--- src/rtl/csa_pkg.sv ---
// csa_pkg: types and constants used by the csa_acc_ctrl accumulator.
//   state_t    : sequencer states (IDLE/ACCUM/RESOLVE/DONE), 2 bits.
//   DEF_*      : default datapath geometry (128-bit sum, 32-bit chunks).
//   NCHUNK     : number of carry-propagate chunks for the defaults.
//   IDX_W      : chunk index width for the defaults (never less than 1).
//   idx_width(): chunk index width for an arbitrary chunk count.
package csa_pkg;

  typedef enum logic [1:0] {
    ST_IDLE    = 2'd0,
    ST_ACCUM   = 2'd1,
    ST_RESOLVE = 2'd2,
    ST_DONE    = 2'd3
  } state_t;

  localparam int DEF_LEN    = 128;
  localparam int DEF_CHUNK  = 32;
  localparam int DEF_NOPS_W = 8;

  localparam int NCHUNK = DEF_LEN / DEF_CHUNK;
  localparam int IDX_W  = (NCHUNK > 1) ? $clog2(NCHUNK) : 1;

  // A single chunk still needs a 1-bit index register.
  function automatic int idx_width(input int n);
    return (n > 1) ? $clog2(n) : 1;
  endfunction

endpackage

--- src/rtl/csa_acc_ctrl_csa.sv ---
// CSA: bitwise 3:2 carry-save adder.
//   a, b, c : three len-bit addends.
//   ps_o    : partial sum  (a ^ b ^ c), same weight as the inputs.
//   sc_o    : carry vector (majority), one bit position more significant
//             than the inputs; the caller applies the shift.
module CSA #(
  parameter int len = 128
) (
  input  logic [len-1:0] a,
  input  logic [len-1:0] b,
  input  logic [len-1:0] c,
  output logic [len-1:0] ps_o,
  output logic [len-1:0] sc_o
);

  assign ps_o = a ^ b ^ c;
  assign sc_o = (a & b) | (a & c) | (b & c);

endmodule

--- src/rtl/csa_acc_ctrl.sv ---
// csa_acc_ctrl: accumulates nops operands mod 2^LEN in carry-save form,
// then resolves the redundant sum with a chunked carry-propagate add.
//   clk_i, rstn_i        : clock, asynchronous active-low reset.
//   start_i, nops_i      : job request and operand count (IDLE only).
//   op_valid_i/op_i/op_ready_o   : operand stream handshake (ACCUM only).
//   res_valid_o/res_o/res_ready_i: result handshake (DONE).
//   busy_o               : high in every state except IDLE.
module csa_acc_ctrl
  import csa_pkg::*;
#(
  parameter int LEN    = DEF_LEN,
  parameter int CHUNK  = DEF_CHUNK,
  parameter int NOPS_W = DEF_NOPS_W
) (
  input  logic              clk_i,
  input  logic              rstn_i,
  input  logic              start_i,
  input  logic [NOPS_W-1:0] nops_i,
  input  logic              op_valid_i,
  input  logic [LEN-1:0]    op_i,
  output logic              op_ready_o,
  output logic              res_valid_o,
  output logic [LEN-1:0]    res_o,
  input  logic              res_ready_i,
  output logic              busy_o
);

  localparam int NUM_CHUNKS = LEN / CHUNK;
  localparam int CIDX_W     = idx_width(NUM_CHUNKS);

  generate
    if ((CHUNK < 1) || (CHUNK > LEN) || ((LEN % CHUNK) != 0)) begin : g_bad_cfg
      $error("csa_acc_ctrl: LEN must be a non-zero multiple of CHUNK");
    end
  endgenerate

  state_t              r_state;
  logic [LEN-1:0]      r_ps;
  logic [LEN-1:0]      r_sc;
  logic [LEN-1:0]      r_res;
  logic                r_res_valid;
  logic [NOPS_W-1:0]   r_rem;
  logic [CIDX_W-1:0]   r_idx;
  logic                r_carry;

  logic [LEN-1:0]      w_ps;
  logic [LEN-1:0]      w_sc;
  logic [CHUNK-1:0]    w_ps_chunk;
  logic [CHUNK-1:0]    w_sc_chunk;
  logic [CHUNK:0]      w_chunk_sum;
  logic                w_last_chunk;

  // Running sum (ps + sc) plus the incoming operand.
  CSA #(.len(LEN)) u_csa (
    .a    (r_ps),
    .b    (r_sc),
    .c    (op_i),
    .ps_o (w_ps),
    .sc_o (w_sc)
  );

  // One CHUNK+1-bit adder shared across all chunks, selected by r_idx.
  assign w_ps_chunk   = r_ps[r_idx*CHUNK +: CHUNK];
  assign w_sc_chunk   = r_sc[r_idx*CHUNK +: CHUNK];
  assign w_chunk_sum  = {1'b0, w_ps_chunk} + {1'b0, w_sc_chunk} + {{CHUNK{1'b0}}, r_carry};
  assign w_last_chunk = (r_idx == CIDX_W'(NUM_CHUNKS - 1));

  // Handshake-side outputs are pure state decodes; the result is registered.
  assign op_ready_o  = (r_state == ST_ACCUM);
  assign busy_o      = (r_state != ST_IDLE);
  assign res_valid_o = r_res_valid;
  assign res_o       = r_res;

  // NOTE: sequential state is written only with non-blocking assignments so
  // every register samples pre-edge values, independent of statement order.
  // NOTE: the wide datapath registers are reset too: a reset must clear res_o
  // to 0 immediately, and ps/sc must start each job from zero.
  always_ff @(posedge clk_i or negedge rstn_i) begin
    if (!rstn_i) begin
      r_state     <= ST_IDLE;
      r_ps        <= '0;
      r_sc        <= '0;
      r_res       <= '0;
      r_res_valid <= 1'b0;
      r_rem       <= '0;
      r_idx       <= '0;
      r_carry     <= 1'b0;
    end else begin
      case (r_state)
        ST_IDLE: begin
          if (start_i) begin
            r_rem   <= nops_i;
            r_ps    <= '0;
            r_sc    <= '0;
            r_idx   <= '0;
            r_carry <= 1'b0;
            r_state <= (nops_i != '0) ? ST_ACCUM : ST_RESOLVE;
          end
        end

        ST_ACCUM: begin
          if (op_valid_i) begin
            r_ps  <= w_ps;
            // Carries weigh one position up; the shift drops bit LEN (mod 2^LEN).
            r_sc  <= w_sc << 1;
            r_rem <= r_rem - NOPS_W'(1);
            if (r_rem == NOPS_W'(1)) begin
              r_idx   <= '0;
              r_carry <= 1'b0;
              r_state <= ST_RESOLVE;
            end
          end
        end

        ST_RESOLVE: begin
          r_res[r_idx*CHUNK +: CHUNK] <= w_chunk_sum[CHUNK-1:0];
          if (w_last_chunk) begin
            // Carry out of the top chunk is beyond 2^LEN and is discarded.
            r_carry     <= 1'b0;
            r_idx       <= '0;
            r_res_valid <= 1'b1;
            r_state     <= ST_DONE;
          end else begin
            r_carry <= w_chunk_sum[CHUNK];
            r_idx   <= r_idx + CIDX_W'(1);
          end
        end

        ST_DONE: begin
          if (res_ready_i) begin
            r_res_valid <= 1'b0;
            r_ps        <= '0;
            r_sc        <= '0;
            r_state     <= ST_IDLE;
          end
        end

        default: r_state <= ST_IDLE;
      endcase
    end
  end

endmodule

--- config.mk ---
export PLATFORM = sky130hd
export DESIGN_NAME = csa_acc_ctrl
export DESIGN_NICKNAME = d
export VERILOG_FILES = /design/src/rtl/csa_pkg.sv /design/src/rtl/csa_acc_ctrl_csa.sv /design/src/rtl/csa_acc_ctrl.sv
export SDC_FILE = /design/constraint.sdc
export NUM_CORES = 1
export LEC_CHECK = 0
export ABC_CLOCK_PERIOD_IN_PS = 5000
export BUFFER_PORTS_ARGS = -buffer_cell sky130_fd_sc_hd__clkbuf_2
export CORE_MARGIN = 8
export CORE_UTILIZATION = 53
export DETAILED_ROUTE_END_ITERATION = 16
export HOLD_SLACK_MARGIN = 0.05
export MAX_ROUTING_LAYER = met4
export PLACE_DENSITY = 0.77
export SYNTH_ARGS = -nofsm -noshare
export SYNTH_HDL_FRONTEND = slang
export SYNTH_HIERARCHICAL = 1
export SYNTH_SLANG_ARGS = --single-unit
--- constraint.sdc ---
create_clock -name clk_i -period 5 [get_ports clk_i]
set_clock_uncertainty 0.1 [all_clocks]
set_input_delay 0.5 -clock clk_i [delete_from_list [all_inputs] [get_ports clk_i]]
set_output_delay 0.5 -clock clk_i [all_outputs]
set_load 0.02 [all_outputs]
Yosys cells after proc, flatten, opt, wreduce, memory -nomap -nowiden
Index checks and enable logic that the tools add are counted.
{"block": "word_totals", "register_bits": 398, "input_bits": 141, "out_inout_bits": 131, "elab_cells": 76}
{"block": "classes", "add_sub_neg": 5, "n_eq_ne": 10, "shifts": 4, "mux": 30, "n_bitwise": 7, "n_reduce_logical": 12}
{"op": "case mux 128 bit (3 select lines)", "count": 2}
{"op": "two-way mux 128 bit", "count": 4}
{"op": "bitwise AND 127 bit", "count": 3}
{"op": "indexed part select 128 x 8 -> 32 bit", "count": 2}
{"op": "XOR 128 bit", "count": 2}
{"op": "OR 127 bit", "count": 2}
{"op": "bitwise mux 128 bit", "count": 1}
{"op": "variable shift 32 x 34 -> 128 bit (first input constant)", "count": 1}
{"op": "indexed part select 32 x 34 -> 128 bit", "count": 1}
{"op": "negation 7 -> 34 bit", "count": 1}
{"op": "adder 32 x 32 -> 33 bit", "count": 1}
{"op": "adder 33 x 1 -> 33 bit", "count": 1}
{"op": "two-way mux 2 bit", "count": 10}
{"op": "two-way mux 8 bit", "count": 2}
{"op": "case mux 8 bit (2 select lines)", "count": 1}
{"op": "equality test 8 x 1 -> 1 bit (second input constant)", "count": 1}
{"op": "inequality test 2 bit (second input constant)", "count": 4}
{"op": "case mux 2 bit (4 select lines)", "count": 1}
{"op": "AND reduction 4 bit", "count": 2}
{"op": "nonzero test 8 bit", "count": 1}
{"op": "subtractor 8 x 1 -> 8 bit (second input constant)", "count": 1}
{"op": "equality test 2 bit (second input constant)", "count": 3}
{"op": "two-way mux 1 bit", "count": 6}
{"op": "case mux 2 bit (3 select lines)", "count": 1}
{"op": "other kinds (10)", "count": 14}

Logic depth before layout (Yosys ltp)
{"block": "depth", "ltp_word": 5, "ltp_mapped": 15, "mapped_depth_nobuf": 12}

Modules after synthesis
The synthesis kept the hierarchy.
{"module": "csa_acc_ctrl", "instances": 1, "cells_per_inst": 1975, "area_each_um2": 19188.4, "seq_area_each_um2": 9934.5}
{"module": "CSA", "instances": 1, "cells_per_inst": 128, "area_each_um2": 2562.5, "seq_area_each_um2": 0.0}

Worst setup path before layout
OpenSTA, ideal clock, no wires.
{"block": "synth_timing", "path_type": "register to register", "startpoint": "reg r_idx[0]", "endpoint": "reg r_res[126] (netlist: res_o[126])", "setup_time_ns": 0.121, "arrival_time_ns": 4.582, "t_required_ns": 4.779, "path_slack_ns": 0.197, "path_stages_with_launch": 14, "n_path_buf": 3, "period_less_slack_ns": 4.803, "cell_sequence": "dfrtp_1 clkbuf_1 buf_1 buf_1 mux4_2 fa_1 fa_1 a21o_1 nand4_1 nand3_1 a221oi_1 a2111oi_0 o311a_1 a22o_1"}
{"block": "synth_via", "elab_chain_len": 5, "word_cells_on_any_way": 8, "classes_between": "add/sub (3); shift (4); mux (1)"}
{"item": "start: declaration", "line": "csa_acc_ctrl.sv:43", "rtl": "logic [CIDX_W-1:0] r_idx;"}
{"item": "start signal: assignment", "line": "csa_acc_ctrl.sv:125", "rtl": "r_idx <= r_idx + CIDX_W'(1);"}
{"item": "indexed part select 128 x 8 -> 32 bit, on equally long branches", "line": "csa_acc_ctrl.sv:63, csa_acc_ctrl.sv:64"}
{"item": "adder 32 x 32 -> 33 bit", "line": "csa_acc_ctrl.sv:65", "rtl": "assign w_chunk_sum = {1'b0, w_ps_chunk} + {1'b0, w_sc_chunk} + {{CHUNK{1'b0}}, r_carry};"}
{"item": "adder 33 x 1 -> 33 bit", "line": "csa_acc_ctrl.sv:65"}
{"item": "indexed part select 32 x 34 -> 128 bit", "line": "csa_acc_ctrl.sv:116", "rtl": "r_res[r_idx*CHUNK +: CHUNK] <= w_chunk_sum[CHUNK-1:0];"}
{"item": "bitwise mux 128 bit (*)", "line": "csa_acc_ctrl.sv:116"}
{"item": "end signal: indexed assignment", "line": "csa_acc_ctrl.sv:116"}
{"item": "end: declaration", "line": "csa_acc_ctrl.sv:40", "rtl": "logic [LEN-1:0] r_res;"}
Mark *: on every way between the ends. The rest lies on a longest branch, timed or not.
A chain may end at the register's enable or synchronous reset.

Worst setup path after layout
{"block": "layout_timing", "startpoint": "reg r_idx[0]", "endpoint": "reg r_res[60] (netlist: res_o[60])"}
The elaborated chain is that of the path after synthesis.

==> results.json <==
{
  "final_cells": 2861,
  "busiest_layer": "met2",
  "cts_hold_buf": 1,
  "die_x_um": 219,
  "ys_seq_elements": 397,
  "grt_max_degree": 262,
  "yosys.area_share.simple_pct": 19.5,
  "dp_cells": 2784,
  "syn-cell-area_um2": 21800,
  "maxCapViolations": 0,
  "synth_top_area_share_pct": 45.7,
  "wl_per_cell_um": 22.0,
  "antenna_left": 0,
  "die_h_um": 219,
  "slew_viol_final": 0,
  "period_needed_ns": 4.68,
  "finalSetupTns_ns": 0,
  "nets": 2614,
  "cts_root_buf": "clkbuf_16",
  "grt_pass1_wl_um": 101000,
  "core_um2": 40600,
  "first_global_vias": 17700,
  "drtIter0Drc": 1828,
  "pre_cts_ws_ns": 0.443,
  "clock_latency_ns": 0.58,
  "grtUsageMet2_pct": 39.7,
  "totalWireLength_um": 63100,
  "drc": 0,
  "whs_ns": 0.120,
  "synth_area_leaders": "dfrtp_1 46%, fa_1 12%, nand2_1 10%",
  "dp_hpwl_um": 45400,
  "syn_inst": 2103,
  "num_rows": 74,
  "io-pin-count": 272,
  "ir_drop_v": 0.000413,
  "maxSlewHeadroom_pct": 16.8,
  "ctsResizeCount": 0,
  "synth_ff_type": "dfrtp_1",
  "die-area_um2": 47800,
  "use_met3_pct": 5.53,
  "rsz0062_at_grt": "no",
  "htreeDepth": 2,
  "finalHoldViolCount": 0,
  "tritoncts": "yes",
  "synth-edff-count": 0,
  "vias": 17500,
  "cp-end-kind": "flip-flop",
  "gp_congestion": 0.937,
  "synth_top_family_by_area": "simple AND/OR/NAND/NOR gates",
  "worst-path-max-fanout": 35,
  "setup_slack_ns": 0.320,
  "postLayoutCoreUtil_pct": 61.4,
  "yosysMostFrequentCell": "nand2_1",
  "async_flop_share_pct": 100,
  "worstMarginPinSlew_ns": 1.25,
  "clockBufferDepth": 3,
  "yosysWarnings": 6,
  "synthTopCellsByCount": "588 x nand2_1, 397 x dfrtp_1, 278 x nand3_1",
  "viasPerCell": 6.11,
  "crit_required_ns": 5.32,
  "cp.arrival_ns": 5.00,
  "post_cts_buffers": 0,
  "fmax_mhz": 214,
  "p_leak_nw": 12.8,
  "clkTransAtPathRegs_ns": 0.06,
  "synth.distinct_cells": 69,
  "grt_overflow": 0,
  "yosys.area_share.adder_pct": 14.6,
  "start_util_pct": 53.5,
  "antenna_found_initial": 0,
  "synthXorXnorAreaFrac_pct": 0.846,
  "met1_usage_pct": 39.0,
  "grt_use_total_pct": 27.3,
  "timing.final.crit_share_pct": 93.6,
  "area_growth_pct": 14.7,
  "cts_sinks": 397,
  "status": "finished, final reports clean",
  "syn_nets": 2419,
  "seq_area_frac_synth_pct": 45.7,
  "r2r_setup_slack_ns": 0.32,
  "power_density_nw_per_um2": 526,
  "path_class": "reg -> reg",
  "synth_top_area_cell": "dfrtp_1",
  "port_buffers": 271,
  "synth_compound_area_share_pct": 9.43,
  "avgSynthCellArea_um2": 10.3,
  "cts_buffers": 43,
  "start_kind": "flip-flop",
  "finalSetupViolations": 0,
  "synth.area.mux_share_pct": 7.01,
  "drive_gt1_share_pct": 19.4,
  "drt-pass1-iter-count": 8,
  "hp-class": "in -> reg"
}
-- sequential cells by signal, summed over array words and instances (netlist names) --
| signal | cells |
|---|---|
| r_idx | 2 |
| r_ps | 128 |
| res_o | 128 |
| r_rem | 8 |
| res_valid_o | 1 |
| r_carry | 1 |
| r_sc | 127 |
| r_state | 2 |
-- layer usage --
metal	vias up	routed length, um	part of all wire, %
met5	-	0	0
met4	0	1590	2.5
met3	101	5510	8.7
met2	818	28600	45
met1	8872	27300	43
li1	7698	-	-
-- final timing paths --
path / end / startpoint / cells after the start
max in group asynchronous: r_sc[92]$_DFFE_PN0P_ / rstn_i / 3
min in group asynchronous: res_o[39]$_DFFE_PN0P_ / rstn_i / 2
min reg2reg: res_o[79]$_DFFE_PN0P_ / res_o[79]$_DFFE_PN0P_ / 2
max reg2reg: res_o[60]$_DFFE_PN0P_ / r_idx[0]$_DFFE_PN0P_ / 10
max: res_o[60]$_DFFE_PN0P_ / r_idx[0]$_DFFE_PN0P_ / 10
min: r_rem[0]$_DFFE_PN0P_ / nops_i[0] / 3
-- layout make-up --
class                      count  area, um2
timing repair buffer         300       1660
sequential                   397       9940
clock inverter                16        205
antenna                        1       2.50
fill                        3247      15700
tap                          532        666
multi-input combinational   1536      11200
inverter                      20       75.1
clock buffer                  59       1190
-- power breakdown --
part / leakage [nW] / internal (W) / switching (W)
clock network: 0.682 / 0.00187 / 0.00132
registers: 5.46 / 0.00387 / 0.000818
logic: 6.67 / 0.00167 / 0.00357
total: 12.8 / 0.00742 / 0.00571
-- cells by family after synthesis --
kind of cell | Yosys count
flops | 397
xor+xnor | 21
mux | 73
simple gates | 981
other cells | 1
buf+inv | 170
compound gates | 285
fa+ha+maj | 175
-- through the flow --
stage | power [W] | instance area, um2
2_1_floorplan | 0.00815 | 21800
3_3_place_gp | 0.00968 | 23500
3_5_place_dp | 0.00992 | 23500
4_1_cts | 0.0131 | 25000
5_1_grt | 0.0139 | 25000
6_report | 0.0131 | 25000
-- cells in the final DEF, fill, tap and decap left out, types with 12 or more instances in the layout --
cell type	instances
inv_1	20
nor2_1	36
buf_4	22
a21oi_1	49
clkbuf_1	12
o21ai_0	57
clkbuf_16	44
nor3_1	14
ha_1	44
a21o_1	13
nand4_1	12
mux4_2	63
xnor2_1	15
clkbuf_2	270
fa_1	130
nand2_1	588
nand3_1	278
dfrtp_1	395
a22o_1	89
-- worst max-delay path: stages (launching register included) --
cell	delay, ns
dfrtp_4	0.87
buf_4	0.37
mux4_2	0.54
ha_1	0.60
and3_1	0.36
nand2_1	0.16
nor2_1	0.16
nand2_1	0.07
o41ai_1	0.57
o21ai_0	0.20
or3b_2	0.49
Note: power is estimated with default switching activity, not from simulation.
